File: src/rtl/jt6295_mix_if.sv
// jt6295_mix_if
//   Slot bus between the per-channel ADPCM decoder and the 4-channel mixer.
//   The decoder side (master) presents one channel slot per cen pulse. The
//   mixer side (slave) returns the mixed sample and its update strobe.
// Signals
//   cen     decoder slot enable, one slot per pulse
//   ch      channel index of the current slot (0..3)
//   en      channel playing; low forces zero gain
//   att     4-bit attenuation code of channel ch
//   snd     signed 12-bit decoded sample of channel ch
//   sound   signed OUTW-bit mixed sample, held between rounds
//   sample  one-clk pulse when sound updates
interface jt6295_mix_if #(
    parameter int OUTW = 14
);
    logic                   cen;
    logic [1:0]             ch;
    logic                   en;
    logic [3:0]             att;
    logic signed [11:0]     snd;
    logic signed [OUTW-1:0] sound;
    logic                   sample;

    modport master (
        output cen, ch, en, att, snd,
        input  sound, sample
    );

    modport slave (
        input  cen, ch, en, att, snd,
        output sound, sample
    );
endinterface

File: src/rtl/jt6295_mix.sv
// jt6295_mix
//   Applies the OKI volume table to each time-multiplexed channel sample and
//   sums the four channels into one signed mixed sample. Three cen-qualified
//   stages: gain lookup, multiply, accumulate/output.
// Ports
//   clk     system clock
//   rst_n   asynchronous reset, active low
//   bus     jt6295_mix_if slave: cen/ch/en/att/snd in, sound/sample out
// Parameter
//   OUTW    mixed output width (12..16); below 14 saturates, 14 and above
//           sign-extends the 15-bit internal sum
module jt6295_mix #(
    parameter int OUTW = 14
) (
    input  logic         clk,
    input  logic         rst_n,
    jt6295_mix_if.slave  bus
);
    localparam logic signed [16:0] SMAX = 17'((1 << (OUTW - 1)) - 1);
    localparam logic signed [16:0] SMIN = 17'(-(1 << (OUTW - 1)));

    // Volume table, gain in units of 1/32.
    function automatic logic [5:0] gain_lut(input logic [3:0] code);
        logic [5:0] g;
        case (code)
            4'd0:    g = 6'd32;
            4'd1:    g = 6'd22;
            4'd2:    g = 6'd16;
            4'd3:    g = 6'd11;
            4'd4:    g = 6'd8;
            4'd5:    g = 6'd6;
            4'd6:    g = 6'd4;
            4'd7:    g = 6'd3;
            4'd8:    g = 6'd2;
            default: g = 6'd0;
        endcase
        return g;
    endfunction

    // Fit the 15-bit sum into the output width.
    function automatic logic signed [OUTW-1:0] fit(input logic signed [14:0] v);
        logic signed [16:0]     w;
        logic signed [OUTW-1:0] r;
        w = 17'(v);
        if (OUTW < 14 && w > SMAX) begin
            r = SMAX[OUTW-1:0];
        end else if (OUTW < 14 && w < SMIN) begin
            r = SMIN[OUTW-1:0];
        end else begin
            r = w[OUTW-1:0];
        end
        return r;
    endfunction

    logic signed [11:0] snd_p0;
    logic        [5:0]  gain_p0;
    logic        [1:0]  ch_p0;
    logic signed [17:0] prod_p1;
    logic        [1:0]  ch_p1;
    logic signed [14:0] acc_p2;

    logic signed [12:0] term;
    logic signed [14:0] acc_sum;

    // Floor division by 32 via arithmetic shift; the sum of four 13-bit
    // terms always fits in 15 bits.
    always_comb begin
        term    = 13'(prod_p1 >>> 5);
        acc_sum = acc_p2 + 15'(term);
    end

    always_ff @(posedge clk or negedge rst_n) begin
        if (!rst_n) begin
            snd_p0     <= '0;
            gain_p0    <= '0;
            ch_p0      <= '0;
            prod_p1    <= '0;
            ch_p1      <= '0;
            acc_p2     <= '0;
            bus.sound  <= '0;
            bus.sample <= 1'b0;
        end else begin
            bus.sample <= 1'b0;
            if (bus.cen) begin
                // stage p0: capture sample, look up gain
                snd_p0  <= bus.snd;
                gain_p0 <= bus.en ? gain_lut(bus.att) : 6'd0;
                ch_p0   <= bus.ch;
                // stage p1: signed multiply, gain treated as unsigned
                prod_p1 <= 18'(snd_p0) * 18'($signed({1'b0, gain_p0}));
                ch_p1   <= ch_p0;
                // stage p2: accumulate; ch0 restarts the round
                if (ch_p1 == 2'd0) begin
                    acc_p2 <= 15'(term);
                end else begin
                    acc_p2 <= acc_sum;
                end
                if (ch_p1 == 2'd3) begin
                    bus.sound  <= fit(acc_sum);
                    bus.sample <= 1'b1;
                end
            end
        end
    end
endmodule

File: src/flat_wrapper.sv
// flat-port wrapper written by rule: the top's interface ports become plain ports
module jt6295_mix_flat 
#(
    parameter int OUTW = 14
)
  (clk, rst_n, bus_cen, bus_ch, bus_en, bus_att, bus_snd, bus_sound, bus_sample);
  jt6295_mix_if #(.OUTW(OUTW)) bus_i ();
  input  logic clk;
  input  logic rst_n;
  input wire logic [$bits(bus_i.cen)-1:0] bus_cen;
  input wire logic [$bits(bus_i.ch)-1:0] bus_ch;
  input wire logic [$bits(bus_i.en)-1:0] bus_en;
  input wire logic [$bits(bus_i.att)-1:0] bus_att;
  input wire logic [$bits(bus_i.snd)-1:0] bus_snd;
  output wire logic [$bits(bus_i.sound)-1:0] bus_sound;
  output wire logic [$bits(bus_i.sample)-1:0] bus_sample;
  assign bus_i.cen = bus_cen;
  assign bus_i.ch = bus_ch;
  assign bus_i.en = bus_en;
  assign bus_i.att = bus_att;
  assign bus_i.snd = bus_snd;
  assign bus_sound = bus_i.sound;
  assign bus_sample = bus_i.sample;
  jt6295_mix #(.OUTW(OUTW)) u_core (.clk(clk), .rst_n(rst_n), .bus(bus_i));
endmodule
File: config.mk
export PLATFORM = sky130hd
export DESIGN_NAME = jt6295_mix_flat
export DESIGN_NICKNAME = d
export VERILOG_FILES = /design/src/rtl/jt6295_mix_if.sv /design/src/rtl/jt6295_mix.sv /design/src/flat_wrapper.sv
export SDC_FILE = /design/constraint.sdc
export NUM_CORES = 1
export LEC_CHECK = 0
export ABC_AREA = 1
export BUFFER_PORTS_ARGS = -buffer_cell sky130_fd_sc_hd__buf_2
export CORE_MARGIN = 3
export CORE_UTILIZATION = 35
export CTS_CLUSTER_SIZE = 10
export DETAILED_ROUTE_END_ITERATION = 8
export HOLD_SLACK_MARGIN = 0.12
export SLEW_MARGIN = 20
export SYNTH_ARGS = -nofsm -noshare
export SYNTH_HDL_FRONTEND = slang
export SYNTH_SLANG_ARGS = --single-unit
export TNS_END_PERCENT = 10
File: constraint.sdc
create_clock -name clk -period 6.2 [get_ports clk]
set_clock_uncertainty 0.1 [all_clocks]
set_input_delay 0.31 -clock clk [delete_from_list [all_inputs] [get_ports clk]]
set_output_delay 0.31 -clock clk [all_outputs]
set_load 0.05 [all_outputs]
==> flow_summary.ini <==
[synthesis]
syn_inst = 869
ys_seq_elements = 64
yosysSeqAreaShare = 0.261
yosysMostFrequentCell = nand2_1
synth_top_cell_area_share = 0.261
synth_cell_types = 29
yosysTopAreaCell = dfrtp_1
synth_nets = 989
async_flop_share = 1.00
synthTopCellsByArea = dfrtp_1 26%, nand2_1 19%, fa_1 16%
synthesis.area_um2 = 6140
synthTopCellsByCount = 312 x nand2_1, 181 x inv_1, 64 x dfrtp_1
syn_area_per_cell_um2 = 7.07
ys.flop_type = dfrtp_1
synth_edf_count = 0
ys_warn_count = 0

[global_route]
grt_pass1_wl_um = 24100
grt_max_degree = 65
grt_usage = 0.151
grt_pass1_vias = 5145
grt_overflow = 0
antenna_found_initial = 0

[drt]
num_vias = 5125
antenna_left = 0
wl_um = 13500
routedWlPerCell_um = 11.9
firstDrtPassIters = 5
drtIter0Drc = 211
drc = 0
via_per_inst = 4.50

[floorplanning]
core-area_um2 = 16900
die_w_um = 138
die_area_um2 = 19200
die_h_um = 138
initial_core_util = 0.364
num_rows = 47
pin_count = 37

[clock_network]
htreeDepth = 3
tritoncts = built
clkSlewWorstSetupHoldPaths_ns = 0.05
clk_path_buf_depth = 2
cts_made_buffers = 9
numClockSinks = 64
cts_root_buf = clkbuf_16
clkLatencyLatePin_ns = 0.35

[final_layout]
syn2layout_area_growth_pct = 13.7
nNetsFinal = 1033
drive_gt1_frac = 0.0632
fin_util = 0.414
nFillCells = 1740
antenna-diode-count = 0

[power]
powerDensity_nw_per_um2 = 277
combPwrFrac = 0.417
p_leak_nw = 4.29
vdd_drop_max_mv = 0.212
netSwitchingFraction = 0.427
switchingPower_mw = 0.826
pwr-share-clk = 0.270
p_int_mw = 1.11
sequentialPowerShare = 0.313

[timing]
slew_headroom = 0.447
tns_ns = 0
fmax_mhz = 220
slew_viol_final = 0
finalCritPeriodShare = 0.732
setup_viol_count_final = 0
tightestPinTransition_ns = 0.829
hold_viol = 0
rsz0062_at_grt = false
fin_crit_ns = 4.54

[worst_setup_path]
worstSetupPathType = flop to flop
crit_buf_inv = 5
reg2reg_from = u_core.gain_p0[1]
worstSetupPathDepth = 18
rrSetupSlack_ns = 1.66
critical_path.max_fanout = 13
path_common_cell = nand2_1
cp_top_family = adder cells
slowest_stage = fa_1
required_ns = 6.33
cp-end-kind = flop
critPathMaxStageDelay_ns = 0.58
r2r-end = u_core.prod_p1[15]
r2r_cells = 18
arrival_ns = 4.67
critPathLaunchType = flop
cp_cell_sequence = nand2_1, inv_1, fa_1, inv_1, fa_1, inv_1, fa_1, inv_1, fa_1, inv_1, ha_1, nand2_1, nor4_1, nand2_1, nand2_1, nand2_1, nand3_1, nand2_1

[hold_path]
hp-class = input port to flop
min_path_cells = 3
holdCritStartpoint = bus_att[2]
min_to = u_core.gain_p0[2]

[job]
drv_cap = 0

[placed_design]
gp_congestion = 0.825
portBuffers = 36
hpwlAfterDp_um = 10300

[status]
status = finished, final reports clean
worst max-delay path by stage:
stage / startpoint / end
final: u_core.gain_p0[1] / u_core.prod_p1[15]
after global routing: u_core.gain_p0[1] / u_core.prod_p1[15]
after CTS: u_core.gain_p0[1] / u_core.prod_p1[17]
after detailed placement: u_core.gain_p0[1] / u_core.prod_p1[17]
after global placement: u_core.gain_p0[1] / u_core.prod_p1[17]
after floorplan: u_core.snd_p0[11] / u_core.prod_p1[15]
power groups by stage:
| stage | Combinational, mW | Sequential [mW] | Clock [mW] |
|---|---|---|---|
| floorplan | 0.482 | 0.746 | 0 |
| finish | 0.808 | 0.605 | 0.523 |
| detailed placement | 0.807 | 0.612 | 0 |
| global placement | 0.804 | 0.609 | 0 |
| global route | 0.919 | 0.624 | 0.556 |
| CTS | 0.819 | 0.607 | 0.538 |
what timing repair did:
action,in CTS,in global routing
hold endpoints to repair,79,0
gates resized for setup,0,0
hold buffers,16,0
setup buffers,0,0
layout by cell type (no fill, tap or decap), types with 2 or more instances in the layout:
cell             n
nand3_1         42
and2_1           2
o31ai_1          2
clkbuf_16        9
dlygate4sd3_1   16
clkinv_2         2
a21o_1           2
fa_1            49
inv_1          180
buf_4            2
ha_1            49
nand4_1          4
buf_2           36
o21a_1           3
nor2_1          53
o21ai_1          2
a21oi_1         32
nand2_2          3
o21bai_1         3
nand3b_1         5
xor2_1           4
nand2_1        312
xnor2_1          6
o21ai_0         24
dfrtp_1         64
layout make-up:
class | instances | area, um2 | share of cell area
Clock buffer | 11 | 243 | 0.0348
Clock inverter | 5 | 56.3 | 0.00806
Inverter | 181 | 679 | 0.0973
Multi-Input combinational cell | 603 | 3770 | 0.540
Sequential cell | 64 | 1600 | 0.229
Tap cell | 220 | 275 | 0.0394
Timing Repair Buffer | 54 | 355 | 0.0509
sequential cells by signal, indices dropped and copies added (netlist names):
register / cells
u_core.bus.sound: 14
u_core.bus.sample: 1
u_core.ch_p1: 2
u_core.gain_p0: 6
u_core.acc_p2: 14
u_core.prod_p1: 13
u_core.snd_p0: 12
u_core.ch_p0: 2
cells by family (layout without fill, tap and decap cells):
| group | after synthesis | in the layout | synth area share |
|---|---|---|---|
| AOI/OAI and AO/OA | 70 | 70 | 0.0617 |
| and+or+nand+nor | 425 | 425 | 0.279 |
| adders and majority gates | 98 | 98 | 0.260 |
| buffers and inverters | 202 | 251 | 0.125 |
| xor gates and xnor gates | 10 | 10 | 0.0143 |
| DFF | 64 | 64 | 0.261 |
worst min-delay path, cell delays in order:
cell,delay [ns]
buf_2,0.10
nor2_1,0.08
o31ai_1,0.07
per-layer routing:
layer,vias up,GRT usage,wire [um]
li1,2700,-,-
met1,2350,0.194,6570
met2,63,0.256,6340
met3,12,0.0352,479
met4,0,0.0421,155
met5,-,0,0
per-stage QoR:
stage | power (mW) | hold WS [ns] | area, um2 | setup slack [ns] | instances
after floorplan | 1.23 | -0.0856 | 6140 | 1.98 | 869
after global placement | 1.41 | 0.355 | 6520 | 1.73 | 1106
after detailed placement | 1.42 | 0.359 | 6520 | 1.65 | 1106
after CTS | 1.96 | 0.149 | 6980 | 1.64 | 1138
after global routing | 2.10 | 0.175 | 6980 | 1.33 | 1138
final | 1.94 | 0.162 | 6980 | 1.66 | 1138
No activity file was read; power rests on OpenSTA's default activity.
